## src/rtl/jpeg_zigzag_pkg.sv

```systemverilog
// Zigzag scan tables shared by the raster<->zigzag reorder stages.
// MCU_SIZE, ZZ_TO_RASTER (zigzag pos -> raster idx), RASTER_TO_ZZ (inverse).
package jpeg_zigzag_pkg;

  localparam int MCU_SIZE = 64;

  localparam logic [5:0] ZZ_TO_RASTER [MCU_SIZE] = '{
    6'd0,  6'd1,  6'd8,  6'd16, 6'd9,  6'd2,  6'd3,  6'd10,
    6'd17, 6'd24, 6'd32, 6'd25, 6'd18, 6'd11, 6'd4,  6'd5,
    6'd12, 6'd19, 6'd26, 6'd33, 6'd40, 6'd48, 6'd41, 6'd34,
    6'd27, 6'd20, 6'd13, 6'd6,  6'd7,  6'd14, 6'd21, 6'd28,
    6'd35, 6'd42, 6'd49, 6'd56, 6'd57, 6'd50, 6'd43, 6'd36,
    6'd29, 6'd22, 6'd15, 6'd23, 6'd30, 6'd37, 6'd44, 6'd51,
    6'd58, 6'd59, 6'd52, 6'd45, 6'd38, 6'd31, 6'd39, 6'd46,
    6'd53, 6'd60, 6'd61, 6'd54, 6'd47, 6'd55, 6'd62, 6'd63
  };

  localparam logic [5:0] RASTER_TO_ZZ [MCU_SIZE] = '{
    6'd0,  6'd1,  6'd5,  6'd6,  6'd14, 6'd15, 6'd27, 6'd28,
    6'd2,  6'd4,  6'd7,  6'd13, 6'd16, 6'd26, 6'd29, 6'd42,
    6'd3,  6'd8,  6'd12, 6'd17, 6'd25, 6'd30, 6'd41, 6'd43,
    6'd9,  6'd11, 6'd18, 6'd24, 6'd31, 6'd40, 6'd44, 6'd53,
    6'd10, 6'd19, 6'd23, 6'd32, 6'd39, 6'd45, 6'd52, 6'd54,
    6'd20, 6'd22, 6'd33, 6'd38, 6'd46, 6'd51, 6'd55, 6'd60,
    6'd21, 6'd34, 6'd37, 6'd47, 6'd50, 6'd56, 6'd59, 6'd61,
    6'd35, 6'd36, 6'd48, 6'd49, 6'd57, 6'd58, 6'd62, 6'd63
  };

endpackage

```

## src/rtl/matrix_to_zigzag_if.sv

```systemverilog
// Write/read bundle of the raster-to-zigzag reorder stage.
// master: drives i_we/i_data/i_re; slave: drives o_* status and data.
interface matrix_to_zigzag_if #(
  parameter int DATA_W = 16
);
  logic              i_we;
  logic [DATA_W-1:0] i_data;
  logic              o_full;
  logic              i_re;
  logic              o_nempty;
  logic              o_dv;
  logic [DATA_W-1:0] o_data;
  logic              o_last;
  logic              o_eob;

  modport master (
    output i_we, i_data, i_re,
    input  o_full, o_nempty, o_dv,
    input  o_data, o_last, o_eob
  );

  modport slave (
    input  i_we, i_data, i_re,
    output o_full, o_nempty, o_dv,
    output o_data, o_last, o_eob
  );
endinterface

```

## src/rtl/matrix_to_zigzag_ram.sv

```systemverilog
// Simple dual-port RAM: one write port, one synchronous read port.
// Ports: i_sysclk, i_arst (clears read data only), we/waddr/wdata, re/raddr/rdata.
module simple_dual_port_ram #(
  parameter int DATA_W = 16,
  parameter int ADDR_W = 7
) (
  input  logic              i_sysclk,
  input  logic              i_arst,
  input  logic              we,
  input  logic [ADDR_W-1:0] waddr,
  input  logic [DATA_W-1:0] wdata,
  input  logic              re,
  input  logic [ADDR_W-1:0] raddr,
  output logic [DATA_W-1:0] rdata
);
  logic [DATA_W-1:0] mem [2**ADDR_W];

  always_ff @(posedge i_sysclk) begin
    if (we) mem[waddr] <= wdata;
  end

  always_ff @(posedge i_sysclk or posedge i_arst) begin
    if (i_arst)  rdata <= '0;
    else if (re) rdata <= mem[raddr];
  end
endmodule

```

## src/rtl/matrix_to_zigzag.sv

```systemverilog
// Raster-order 8x8 blocks in, zigzag-order out, NUM_MATRIX ping-pong banks.
// Ports: i_sysclk, i_arst, bus (slave). Option: MATRIX_TO_ZIGZAG_EOB_EN.
module matrix_to_zigzag
  import jpeg_zigzag_pkg::*;
#(
  parameter int DATA_W     = 16,
  parameter int NUM_MATRIX = 2
) (
  input logic               i_sysclk,
  input logic               i_arst,
  matrix_to_zigzag_if.slave bus
);
  localparam int BW = $clog2(NUM_MATRIX);
  localparam int AW = BW + 6;

  logic [BW-1:0]     wr_bank, rd_bank;
  logic [5:0]        wr_idx, rd_idx;
  logic [BW:0]       bank_cnt, cnt_nxt;
  logic              full_q, nempty_q;
  logic              dv_q, last_q, eob_q;
  logic              wr_ok, rd_ok;
  logic              commit, free;
  logic              eob_hit;
  logic [AW-1:0]     waddr, raddr;
  logic [DATA_W-1:0] rdata;

  assign wr_ok  = bus.i_we && !full_q;
  assign rd_ok  = bus.i_re && nempty_q;
  assign commit = wr_ok && (wr_idx == 6'd63);
  assign free   = rd_ok && (rd_idx == 6'd63);
  assign waddr  = {wr_bank, wr_idx};
  assign raddr  = {rd_bank, ZZ_TO_RASTER[rd_idx]};

  always_comb begin
    cnt_nxt = bank_cnt;
    unique case ({commit, free})
      2'b10:   cnt_nxt = bank_cnt + 1'b1;
      2'b01:   cnt_nxt = bank_cnt - 1'b1;
      default: cnt_nxt = bank_cnt;
    endcase
  end

  always_ff @(posedge i_sysclk or posedge i_arst) begin
    if (i_arst) begin
      wr_bank  <= '0;
      wr_idx   <= '0;
      rd_bank  <= '0;
      rd_idx   <= '0;
      bank_cnt <= '0;
      full_q   <= 1'b0;
      nempty_q <= 1'b0;
    end else begin
      if (wr_ok) begin
        wr_idx <= wr_idx + 6'd1;
        if (commit) wr_bank <= wr_bank + 1'b1;
      end
      if (rd_ok) begin
        rd_idx <= rd_idx + 6'd1;
        if (free) rd_bank <= rd_bank + 1'b1;
      end
      bank_cnt <= cnt_nxt;
      full_q   <= (cnt_nxt == (BW+1)'(NUM_MATRIX));
      nempty_q <= (cnt_nxt != '0);
    end
  end

`ifdef MATRIX_TO_ZIGZAG_EOB_EN
  // Highest zigzag position holding a nonzero value, per bank.
  logic [5:0] last_nz [NUM_MATRIX];
  logic [5:0] wr_zz;

  assign wr_zz = RASTER_TO_ZZ[wr_idx];

  always_ff @(posedge i_sysclk or posedge i_arst) begin
    if (i_arst) begin
      for (int b = 0; b < NUM_MATRIX; b++)
        last_nz[b] <= '0;
    end else if (wr_ok) begin
      if (wr_idx == 6'd0)
        last_nz[wr_bank] <= '0;
      else if (bus.i_data != '0 && wr_zz > last_nz[wr_bank])
        last_nz[wr_bank] <= wr_zz;
    end
  end

  assign eob_hit = rd_ok && (rd_idx == last_nz[rd_bank]);
`else
  assign eob_hit = 1'b0;
`endif

  always_ff @(posedge i_sysclk or posedge i_arst) begin
    if (i_arst) begin
      dv_q   <= 1'b0;
      last_q <= 1'b0;
      eob_q  <= 1'b0;
    end else begin
      dv_q   <= rd_ok;
      last_q <= free;
      eob_q  <= eob_hit;
    end
  end

  simple_dual_port_ram #(
    .DATA_W (DATA_W),
    .ADDR_W (AW)
  ) u_ram (
    .i_sysclk (i_sysclk),
    .i_arst   (i_arst),
    .we       (wr_ok),
    .waddr    (waddr),
    .wdata    (bus.i_data),
    .re       (rd_ok),
    .raddr    (raddr),
    .rdata    (rdata)
  );

  assign bus.o_full   = full_q;
  assign bus.o_nempty = nempty_q;
  assign bus.o_dv     = dv_q;
  assign bus.o_data   = rdata;
  assign bus.o_last   = last_q;
  assign bus.o_eob    = eob_q;
endmodule

```

## src/flat_wrapper.sv

```systemverilog
// flat-port wrapper written by rule: the top's interface ports become plain ports
module matrix_to_zigzag_flat import jpeg_zigzag_pkg::*;
#(
  parameter int DATA_W     = 16,
  parameter int NUM_MATRIX = 2
)
  (i_sysclk, i_arst, bus_i_we, bus_i_data, bus_i_re, bus_o_full, bus_o_nempty, bus_o_dv, bus_o_data, bus_o_last, bus_o_eob);
  matrix_to_zigzag_if #(.DATA_W(DATA_W)) bus_i ();
  input logic i_sysclk;
  input logic i_arst;
  input wire logic [$bits(bus_i.i_we)-1:0] bus_i_we;
  input wire logic [$bits(bus_i.i_data)-1:0] bus_i_data;
  input wire logic [$bits(bus_i.i_re)-1:0] bus_i_re;
  output wire logic [$bits(bus_i.o_full)-1:0] bus_o_full;
  output wire logic [$bits(bus_i.o_nempty)-1:0] bus_o_nempty;
  output wire logic [$bits(bus_i.o_dv)-1:0] bus_o_dv;
  output wire logic [$bits(bus_i.o_data)-1:0] bus_o_data;
  output wire logic [$bits(bus_i.o_last)-1:0] bus_o_last;
  output wire logic [$bits(bus_i.o_eob)-1:0] bus_o_eob;
  assign bus_i.i_we = bus_i_we;
  assign bus_i.i_data = bus_i_data;
  assign bus_i.i_re = bus_i_re;
  assign bus_o_full = bus_i.o_full;
  assign bus_o_nempty = bus_i.o_nempty;
  assign bus_o_dv = bus_i.o_dv;
  assign bus_o_data = bus_i.o_data;
  assign bus_o_last = bus_i.o_last;
  assign bus_o_eob = bus_i.o_eob;
  matrix_to_zigzag #(.DATA_W(DATA_W), .NUM_MATRIX(NUM_MATRIX)) u_core (.i_sysclk(i_sysclk), .i_arst(i_arst), .bus(bus_i));
endmodule
```

## config.mk

```make
export PLATFORM = sky130hd
export DESIGN_NAME = matrix_to_zigzag_flat
export DESIGN_NICKNAME = d
export VERILOG_FILES = /design/src/rtl/jpeg_zigzag_pkg.sv /design/src/rtl/matrix_to_zigzag_if.sv /design/src/rtl/matrix_to_zigzag_ram.sv /design/src/rtl/matrix_to_zigzag.sv /design/src/flat_wrapper.sv
export SDC_FILE = /design/constraint.sdc
export NUM_CORES = 2
export LEC_CHECK = 0
export CORE_ASPECT_RATIO = 1.25
export CORE_UTILIZATION = 25
export CTS_CLUSTER_DIAMETER = 120
export DETAILED_ROUTE_END_ITERATION = 10
export GPL_ROUTABILITY_DRIVEN = 0
export SLEW_MARGIN = 20
export SYNTH_ARGS = -nofsm -noshare
export SYNTH_HDL_FRONTEND = slang
export SYNTH_SLANG_ARGS = --single-unit
```

## constraint.sdc

```tcl
create_clock -name i_sysclk -period 4.95 [get_ports i_sysclk]
set_clock_uncertainty 0.2 [all_clocks]
set_input_delay 0.99 -clock i_sysclk [delete_from_list [all_inputs] [get_ports i_sysclk]]
set_output_delay 0.99 -clock i_sysclk [all_outputs]
set_load 0.01 [all_outputs]
```

==> impl_results.md <==
- Status: finished clean
- Routed wire per std cell: between 20 and 25 um
- Synthesis-to-layout area growth: 15.7%
- Min-delay worst type: input port to asynchronous set/reset pin
- Initial antenna violation count: 23
- Max Slew Vio Count: 0
- Area occupied by multi-input gates: 0.0194 sq mm
- GR Overflow Total: 0
- RSZ-0062 raised after global routing: false
- Filler Cells Inserted: approximately 33000
- CTS buffer count: roughly 190
- Die Footprint: ~0.34 sq mm
- R2R cell count: 15
- DRC viols: 0
- Leakage: between 30 and 40 nW
- Final critical-path share of the clock period: roughly 98%
- Clk Latency, worst-skew pair: 830 ps
- Most frequent cells in the layout: 2048 x edfxtp_1, 673 x nand2_1, 562 x and3_1, 555 x a211oi_1, 312 x buf_4
- Clk buf depth: 4
- First-pass GRT wire length: around 360 mm
- Crit. Startpoint: u_core.rd_idx[1]
- Post-layout min period: 4850 ps
- 1st-iter DRT viols: 5651
- Fin worst setup slack: ~98 ps
- Main combinational cell family by area after synthesis: compound AO/OA/AOI/OAI gates
- Pwr dens: 609 mW/mm^2
- CTS tree: done
- Top cell type by total area after synthesis: edfxtp_1
- Place WS: -295 ps
- Synth top area share: 73.4%
- Fin. Hold Viols: 0
- Hold_buf cts: 0
- Least-Margin Pin Slew: ~1100 ps
- Post-Synth Simple-Gate Area: roughly a tenth
- Max Cap Viol: 0
- Unique masters post-synth: 83
- Routed Antenna Nets: 0
- Post-synth EDFFs: 2048
- Largest stage delay, worst path: ~550 ps
- Crit path top cell by count: buf_4
- Vias: ~52000
- Pre-Repair DR Iteration Count: 6
- Finished Cell Area: 0.0969 sq mm
- Slew headroom: a little over a quarter
- Top_reg_cell synth: edfxtp_1
- Synth Net Count: ~5600
- Dpl hpwl: 147 mm
- Largest net degree at the start of global routing: 213
- Post-Syn Area: between 0.08 and 0.09 sq mm
- Post-Synth Adder-Cell Area: 0.254%
- Maximum fanout along the worst path: 16
- Compound-Gate Fraction of Synth Area: between 10% and 20%
- Post-synthesis mux area share: about 2.1%
- GR Util All Layers: 14.2%
- Number of port buffers: 39
- YS warnings: 0
- Num ports: 41
- Die W: 520 um
- CP max-delay cell: dfrtp_1
- Synth Register Bits: roughly 2100
- Starting density of the core: between 20% and 30%
- Fraction of layout cells with a size suffix above 1: approximately an eighth
- Vias per cell: about 5.0
- Vias in the first global route: 49900
- # setup viols final: 0
- Reg clk slew, reported paths: 70 ps
- Die height: roughly 650 um
- Register area share after synthesis: about three quarters
- DP Area: around 0.091 sq mm
- Clk sink count: approximately 2100
- NumNets Final: slightly below 6000
- Worst r2r src: u_core.rd_idx[1]
- Gate Count Post-Synth: 5600
- Worst vdd ir: about 630 uV
- Critical path cell sequence: inv_1, ha_1, nor2b_4, a2111oi_4, nor2_2, a221o_1, buf_4, nor3_4, buf_4, buf_4, nand3_1, and3_1, a211oi_2, buf_4, o221ai_1
- Row cnt: between 200 and 250
- Register area: about 0.062 sq mm
- Synth area leaders: edfxtp_1 73%, a211oi_1 5.0%, and3_1 4.2%
- H-tree Lvls: 4
- Arr. time, crit path: roughly 5400 ps
- Most common cell after layout, fill and taps aside: edfxtp_1
- Post-synth ARST share: around 1.7%
- XOR/XNOR share of the synthesized area: less than 1%
- Fmax: 0.206 GHz
- Critical Path RT: about 5500 ps
- CORE AREA: roughly 0.33 sq mm
- Startpoint Class: flop
- Final wirelength: 251 mm
- Crit. End Element: flop
- Root Driver: clkbuf_16
- Crit Path Category: flop to flop
- Avg Inst Size Synth: about 15 sq um
-- flip-flops by register name (all words and copies together) (netlist names), 2 cells and up --
register and cells:
u_core.rd_idx 6, u_core.u_ram.mem 2048, u_core.wr_idx 6, u_core.u_ram.rdata 16
u_core.bank_cnt 2
-- layout make-up --
cell class | count | area share, %
flip-flops and latches | 2084 | 64.4
multi-input cells | 3050 | 20.0
well taps | 4421 | 5.71
clock buffers | 253 | 5.31
repair buffers | 401 | 3.91
clock inverters | 83 | 0.615
inverters | 11 | 0.0426
diodes | 7 | 0.0181
-- logic make-up (layout without fill, tap and decap cells) --
logic type	after synthesis	after routing
muxes	177	177
DFF	2084	2084
other	1	8
adders and majority gates	17	17
and+or+nand+nor	1562	1563
AOI/OAI and AO/OA	1276	1276
buffers and inverters	467	748
xor gates and xnor gates	16	16
-- final timing paths --
| path | end | slack [ps] |
|---|---|---|
| max | u_core.u_ram.rdata[7] | 100 |
| min | u_core.bus.o_dv | 150 |
| max reg2reg | u_core.u_ram.rdata[7] | 100 |
| min reg2reg | u_core.bank_cnt[0] | 330 |
| max in group asynchronous | u_core.u_ram.rdata[12] | 3580 |
| min in group i_sysclk | u_core.u_ram.mem[123][4] | 230 |
-- cells in the mapped netlist, types with 31 or more instances --
master,n
mux2i_1,172
and3_1,562
o21ai_0,157
a32oi_1,63
clkbuf_1,239
edfxtp_1,2048
a31oi_1,219
buf_4,32
o221ai_1,31
a221oi_1,33
nand3_1,66
nor2_1,136
buf_2,162
a211oi_1,559
dfrtp_1,36
nand2_1,673
nand4_1,39
-- layer usage --
metal	track usage [%]	vias up	share of wire, %
li1	-	22400	-
met1	17.7	26700	39
met3	2.00	475	6.8
met5	0	-	0.031
met2	24.3	2149	49
met4	6.67	12	5.1
-- report_power, final --
group	internal (W)	total, W	leakage, nW	switching, W
Sequential	0.0198	0.0201	18.9	0.000286
Combinational	0.00818	0.0250	10.6	0.0168
Clock	0.00762	0.0139	2.82	0.00631
-- per-stage QoR --
step	instances	setup TNS [ps]	hold WS [ps]	utilization, %	power, W
floorplan	5600	0	276	-	0.0349
global placement	9961	-395	309	27.3	0.0448
detailed placement	9961	-645	325	27.3	0.0450
CTS	10300	0	124	29.0	0.0589
global route	10300	0	155	29.1	0.0611
finish	10300	0	153	29.1	0.0590
-- timing repair --
action | 4_1_cts | 5_1_grt
pin swaps | 0 | 2
setup buffers | 0 | 3
resized for setup | 3 | 5
cloned | 0 | 2
setup endpoints to repair | 3 | 7
-- worst max-delay path, delay by kind of cell, from the launching register on --
kind | cells | cell delay [ps]
flip-flops | 1 | 550
AO/OA/AOI/OAI | 4 | 1400
AND/OR/NAND/NOR | 5 | 770
adder cells (fa/ha/maj) | 1 | 500
buffers and inverters | 5 | 1290
Note: power is estimated with default switching activity, not from simulation.
